<file path="src/rtl/fifo_uart_tx.sv">
// UART transmitter draining a FIFO: pops one byte per frame and serialises
// start, LSB-first data, optional even parity and stop bits on tx.
module fifo_uart_tx #(
  parameter int DATA_WIDTH   = 8,
  parameter int CLKS_PER_BIT = 4,
  parameter bit PARITY_EN    = 1'b0
) (
  input  logic                  clk,
  input  logic                  reset,
  input  logic                  clk_enable,
  input  logic                  tx_enable,
  input  logic                  empty,
  output logic                  read,
  input  logic [DATA_WIDTH-1:0] read_data,
  output logic                  tx,
  output logic                  busy,
  output logic                  frame_done
);

  localparam int TW = (CLKS_PER_BIT > 1) ? $clog2(CLKS_PER_BIT) : 1;
  localparam int BW = $clog2(DATA_WIDTH + 1);
  localparam logic [TW-1:0] T_LAST = TW'(CLKS_PER_BIT - 1);
  localparam logic [TW-1:0] T_PRE  = TW'(CLKS_PER_BIT - 2);
  localparam logic [BW-1:0] B_LAST = BW'(DATA_WIDTH - 1);

  typedef enum logic [2:0] {
    S_IDLE   = 3'd0,
    S_POP    = 3'd1,
    S_LOAD   = 3'd2,
    S_START  = 3'd3,
    S_DATA   = 3'd4,
    S_PARITY = 3'd5,
    S_STOP   = 3'd6
  } state_t;

  function automatic logic even_parity(input logic [DATA_WIDTH-1:0] d);
    return ^d;
  endfunction

  state_t                r_state;
  logic [TW-1:0]         r_timer;
  logic [BW-1:0]         r_bit_cnt;
  logic [DATA_WIDTH-1:0] r_shift;
  logic                  r_parity;
  logic                  r_tx;
  logic                  r_busy;
  logic                  r_frame_done;

  logic                  w_bit_end;
  logic                  w_can_pop;
  logic [DATA_WIDTH-1:0] w_shift_next;

  assign w_bit_end    = (r_timer == T_LAST);
  assign w_can_pop    = tx_enable & ~empty;
  assign w_shift_next = r_shift >> 1;

  assign read       = (r_state == S_POP);
  assign tx         = r_tx;
  assign busy       = r_busy;
  assign frame_done = r_frame_done;

  // Frame sequencer; tx is registered one state ahead so it changes with the state
  always_ff @(posedge clk or negedge reset) begin
    if (!reset) begin
      r_state      <= S_IDLE;
      r_timer      <= '0;
      r_bit_cnt    <= '0;
      r_shift      <= '0;
      r_parity     <= 1'b0;
      r_tx         <= 1'b1;
      r_busy       <= 1'b0;
      r_frame_done <= 1'b0;
    end else if (clk_enable) begin
      r_frame_done <= 1'b0;
      case (r_state)
        S_IDLE: begin
          r_tx <= 1'b1;
          if (w_can_pop) begin
            r_state <= S_POP;
            r_busy  <= 1'b1;
          end
        end
        S_POP: begin
          r_state <= S_LOAD;
        end
        S_LOAD: begin
          r_shift  <= read_data;
          r_parity <= even_parity(read_data);
          r_timer  <= '0;
          r_tx     <= 1'b0;
          r_state  <= S_START;
        end
        S_START: begin
          if (w_bit_end) begin
            r_timer   <= '0;
            r_bit_cnt <= '0;
            r_tx      <= r_shift[0];
            r_state   <= S_DATA;
          end else begin
            r_timer <= r_timer + TW'(1);
          end
        end
        S_DATA: begin
          if (w_bit_end) begin
            r_timer <= '0;
            if (r_bit_cnt == B_LAST) begin
              if (PARITY_EN) begin
                r_tx    <= r_parity;
                r_state <= S_PARITY;
              end else begin
                r_tx    <= 1'b1;
                r_state <= S_STOP;
              end
            end else begin
              r_shift   <= w_shift_next;
              r_tx      <= w_shift_next[0];
              r_bit_cnt <= r_bit_cnt + BW'(1);
            end
          end else begin
            r_timer <= r_timer + TW'(1);
          end
        end
        S_PARITY: begin
          if (w_bit_end) begin
            r_timer <= '0;
            r_tx    <= 1'b1;
            r_state <= S_STOP;
          end else begin
            r_timer <= r_timer + TW'(1);
          end
        end
        S_STOP: begin
          if (w_bit_end) begin
            r_timer <= '0;
            if (w_can_pop) begin
              r_state <= S_POP;
            end else begin
              r_state <= S_IDLE;
              r_busy  <= 1'b0;
            end
          end else begin
            r_timer <= r_timer + TW'(1);
            // Pulse lands on the final stop cycle because the output is registered
            if (r_timer == T_PRE) begin
              r_frame_done <= 1'b1;
            end
          end
        end
        default: begin
          r_state <= S_IDLE;
          r_tx    <= 1'b1;
          r_busy  <= 1'b0;
        end
      endcase
    end
  end

endmodule

</file>
<file path="config.mk">
export PLATFORM = sky130hd
export DESIGN_NAME = fifo_uart_tx
export DESIGN_NICKNAME = d
export VERILOG_FILES = /design/src/rtl/fifo_uart_tx.sv
export SDC_FILE = /design/constraint.sdc
export NUM_CORES = 1
export LEC_CHECK = 0
export BUFFER_PORTS_ARGS = -buffer_cell sky130_fd_sc_hd__clkbuf_2
export CORE_ASPECT_RATIO = 1.5
export CORE_MARGIN = 1
export CORE_UTILIZATION = 50
export DETAILED_ROUTE_END_ITERATION = 10
export GPL_ROUTABILITY_DRIVEN = 0
export HOLD_SLACK_MARGIN = 0.06
export PLACE_DENSITY = 0.74
export SLEW_MARGIN = 10
export SYNTH_ARGS = -nofsm -noshare
export SYNTH_HDL_FRONTEND = slang
export SYNTH_SLANG_ARGS = --single-unit
</file>
<file path="constraint.sdc">
create_clock -name clk -period 1.5 [get_ports clk]
set_input_delay 0.225 -clock clk [delete_from_list [all_inputs] [get_ports clk]]
set_output_delay 0.225 -clock clk [all_outputs]
set_load 0.05 [all_outputs]
</file>
Word-level counts from Yosys, hierarchy flattened
Index checks and enable logic that the tools add are counted.
{"block": "classes", "eq_ne": 17, "mux": 29, "add_sub_neg": 2, "reduce_logical": 13, "bitwise": 4}
{"op": "3-bit case mux with 7 select lines", "n": 1}
{"op": "3-bit 2-to-1 mux", "n": 6}
{"op": "8-bit 2-to-1 mux", "n": 2}
{"op": "2-bit != test, second input constant", "n": 8}
{"op": "8-bit case mux with 2 select lines", "n": 1}
{"op": "5-bit AND reduction", "n": 3}
{"op": "4-bit 2-to-1 mux", "n": 3}
{"op": "1-bit 2-to-1 mux", "n": 11}
{"op": "3-bit equality test, second input constant", "n": 3}
{"op": "4-bit case mux with 2 select lines", "n": 1}
{"op": "7-bit AND reduction", "n": 1}
{"op": "3-bit by 2-bit equality test with 1-bit output, second input constant", "n": 2}
{"op": "2-bit nonzero test", "n": 3}
{"op": "1-bit case mux with 5 select lines", "n": 1}
{"op": "5-bit OR reduction", "n": 1}
{"op": "4-bit by 1-bit adder with 4-bit output, second input constant", "n": 1}
{"op": "2-bit equality test, second input constant", "n": 2}
{"op": "4-bit by 3-bit equality test with 1-bit output, second input constant", "n": 1}
{"op": "2-bit case mux with 2 select lines", "n": 1}
{"op": "4-bit AND reduction", "n": 1}
{"op": "4-bit OR reduction", "n": 1}
{"op": "3-bit by 1-bit equality test with 1-bit output, second input constant", "n": 1}
{"op": "3-bit logical NOT", "n": 1}
{"op": "1-bit inverter", "n": 3}
{"op": "6 further kinds", "n": 6}
{"block": "totals", "register_bits": 20, "input_bits": 13, "wordCells": 72, "output_inout_bits": 4}

Logic depth before layout (Yosys ltp)
{"block": "depth", "depth_word": 5, "depth_mapped": 6, "ltp_nobuf": 5}

Least setup slack after synthesis
No wires, ideal clock.
{"block": "synth_timing", "path_type": "register to output", "from": "register r_state[2]", "to": "output read", "required_ns": 1.275, "setup_slack_ns": -0.021, "arrival_time_ns": 1.296, "n_path_buf": 1, "stages_incl_launch_ff": 4, "cell_sequence": "dfrtp_1 buf_4 nand2b_1 nor2_1"}
{"block": "synth_between", "elab_chain_cells": 1}
{"element": "start: declaration", "line_no": "40", "rtl": "state_t r_state;"}
{"element": "start signal: assignment", "line_no": "65", "rtl": "r_state <= S_IDLE;"}
{"element": "start signal: assignment", "line_no": "79", "rtl": "r_state <= S_POP;"}
{"element": "start signal: assignment", "line_no": "84", "rtl": "r_state <= S_LOAD;"}
{"element": "3-bit by 1-bit equality test with 1-bit output", "line_no": "57", "rtl": "assign read = (r_state == S_POP);"}
{"element": "end: declaration", "line_no": "13", "rtl": "output logic read,"}
Every way passes these cells.

Worst setup path in the final report
Same ends and word-level chain as after synthesis.

==> impl_metrics.ini <==
[setup_path]
crit_required_ns = 1.27
reg2reg_setup_slack_ns = 0.02
crit_path_end_kind = output pin
cp_slowest_cell = dfrtp_2
start_kind = flip-flop
critical_path.cell_chain = buf_12 -> nand2b_4 -> nor2_4 -> buf_8
ff2ff_path_depth = 5
cp_max_fo = 9
max_stage_delay_ns = 0.47
startpoint = r_state[2]
r2r_start = r_state[2]
worstPathArrival_ns = 1.32
critical_path_class = flip-flop to output pin

[finish]
regArea_um2 = 505
drive_gt1_share_pct = 45.9
area_delta_synth_final_pct = 33.1
multi_input_area_um2 = 742
fin_area_um2 = 1660
n_fill_cell = 171
antenna_cells = 0
nets = 187

[global_routing]
antenna_found_initial = 0
grt_util_met1_pct = 26.9
met2_usage_pct = 37.7
grt_first_pass_wirelength_um = 4580
first_global_vias = 1034
grt-busiest-layer = met2
grt_max_degree = 21
overflow = 0
grtUsageMet3_pct = 3.15
track_usage_pct = 21.8

[sta]
fin_skew_ns = 0.00662
clock.fmax_ghz = 0.646
worstMarginPinSlew_ns = 0.492
slew_headroom_pct = 67.2
fin_crit_sh_pct = 103
drv_slew = 0
hold_viol = 0
report.final.setup_viol = 1
rsz0062_at_grt = yes
post-route-min-period_ns = 1.55
setup_ws_ns = -0.0474

[min_path]
holdPathStages = 3
hp-class = primary input to flip-flop
min_from = read_data[7]

[clock_tree]
path_clk_slew_ns = 0.11
clock_path_buffers = 2
cts_made_buffers = 3
cts-htree-levels = 1
cts_sinks = 20
cts_tree = built
worstSkewPairLatency_ns = 0.30
root_buffer = clkbuf_4

[die]
initial_core_util_pct = 54.6
core_um2 = 2290
io_pins = 17
rows = 21
die_h_um = 63.2
die_area_um2 = 2710
fp.dieW_um = 42.8

[synthesis]
syn_inst = 128
synthFlopType = dfrtp_1
synth.area.top_cells = dfrtp_1 38%, mux2i_1 9.6%, o21ai_2 5.6%, o21ai_0 5.2%, ha_1 3.0%
synth_top_cell_area_share_pct = 38.1
yosys-top-cells-count = 19 x dfrtp_1, 13 x o21ai_0, 12 x mux2i_1, 9 x nand2_1, 8 x o21ai_2
synth-seq-cells = 20
synthesis.area_um2 = 1250
ys_seq_area_share_pct = 40.2
avgSynthCellArea_um2 = 9.76
synth_cell_type_count = 41
ys_async_sr_fraction_pct = 100
synth_edf_count = 0
yosys.area.top_type = dfrtp_1
synth_fp_nets = 144
yosys.cell_count.top_type = dfrtp_1
yosys_warnings = 0

[detailed_routing]
drtAntennaViolNets = 0
wirelength_um = 2900
drc_errors = 0
first_iter_violations = 29
drt_first_pass_iters = 4
viasPerCell = 5.75
num_vias = 1109
wl_per_cell_um = 15.0

[run]
cap_violations = 0

[pwr]
pwr-share-seq_pct = 29.0
swShare_pct = 42.5
p_int_mw = 1.97
p_sw_mw = 1.46
p_leak_nw = 0.736
p_clk_share_pct = 7.9
peakVddDrop_v = 0.00115
share_comb_of_total_power_pct = 63.1
power_mw = 3.43
p_per_area_nw_per_um2 = 2070

[placement]
numPortBuffers = 16
place.detailed.hpwl_um = 1980
placed_area_um2 = 1450

[outcome]
violations = setup timing
status = finished, violations left
==> critical path, delay by kind of cell, from the launching register on <==
kind / cells / cell delay, ns
DFF: 1 / 0.47
buffers and inverters: 2 / 0.30
and+or+nand+nor: 2 / 0.25
==> layout by cell type, fill, tap and decap left out, types with 2 or more instances in the layout <==
cell,Yosys,layout
nand2_1,9,8
o21ai_1,4,11
clkbuf_2,0,15
o211ai_1,2,2
a21oi_1,4,4
a2bb2oi_1,2,2
buf_4,2,27
clkbuf_4,0,3
nand3_1,5,5
ha_2,0,2
dfrtp_1,19,16
dfrtp_2,0,3
o221ai_1,2,2
inv_1,3,2
nor2b_1,3,2
nand2b_1,4,3
nand2_2,1,2
mux2i_1,12,12
a21o_1,3,3
nor2_4,0,2
o21ai_0,13,5
buf_6,1,2
o21ai_2,8,9
==> area by class of cell <==
type	instances	share of cell area, %
sequential	20	30.4
clock buffer	4	1.58
tap	23	1.73
inverter	3	0.828
timing repair buffer	47	20.8
multi-input combinational	96	44.7
==> power by group through the flow <==
stage	clock (mW)	sequential, mW	combinational [mW]
after floorplan	0	1.02	1.09
after global placement	0	0.972	1.62
after detailed placement	0	0.988	1.68
after CTS	0.271	0.983	1.76
after global routing	0.300	1.02	2.37
final	0.270	0.995	2.17
==> repair_timing <==
action	in CTS	in global routing
hold buffers	1	0
endpoints found under the setup margin	13	15
gates resized for setup	8	25
cloned	0	0
hold endpoints to repair	19	0
setup buffers	0	12
pin swaps	0	6
==> cells by family after synthesis <==
| kind of cell | synth area share, % |
|---|---|
| fa+ha+maj | 3.01 |
| xor+xnor | 0.702 |
| buf+inv | 5.21 |
| compound gates | 24.9 |
| mux | 10.5 |
| flops | 40.2 |
| simple gates | 15.5 |
==> layer usage <==
metal  part of all wire, %  vias up  routed length [um]
met1                    40      537                1180
met3                   2.2        6                  65
met4                   1.4        0                  42
li1                      -      547                   -
met2                    56       19                1620
met5                     0        -                   0
==> state kept, by name (all words and copies together) (netlist names) <==
signal / cells
busy: 1
r_state: 3
r_shift: 8
tx: 1
r_timer: 2
frame_done: 1
r_bit_cnt: 4
==> through the flow <==
step           hold slack (ns)  worst slack, ns  util [%]  TNS [ns]  std cells
2_1_floorplan          -0.0706           0.0408         -         0        128
3_3_place_gp             0.210          -0.0409      63.6    -0.331        176
3_5_place_dp             0.210           -0.151      63.6     -1.22        176
4_1_cts                  0.154          -0.0682      66.3   -0.0965        181
5_1_grt                  0.161          -0.0878      72.7    -0.327        193
6_report                 0.150          -0.0474      72.7   -0.0474        193
==> final timing paths <==
kind | end
hold reg to reg | r_shift[2]
min in group asynchronous | r_shift[7]
max in group asynchronous | r_state[1]
hold / removal | r_shift[7]
setup reg to reg | r_bit_cnt[0]
setup / recovery | read
Note: power is estimated with default switching activity, not from simulation.
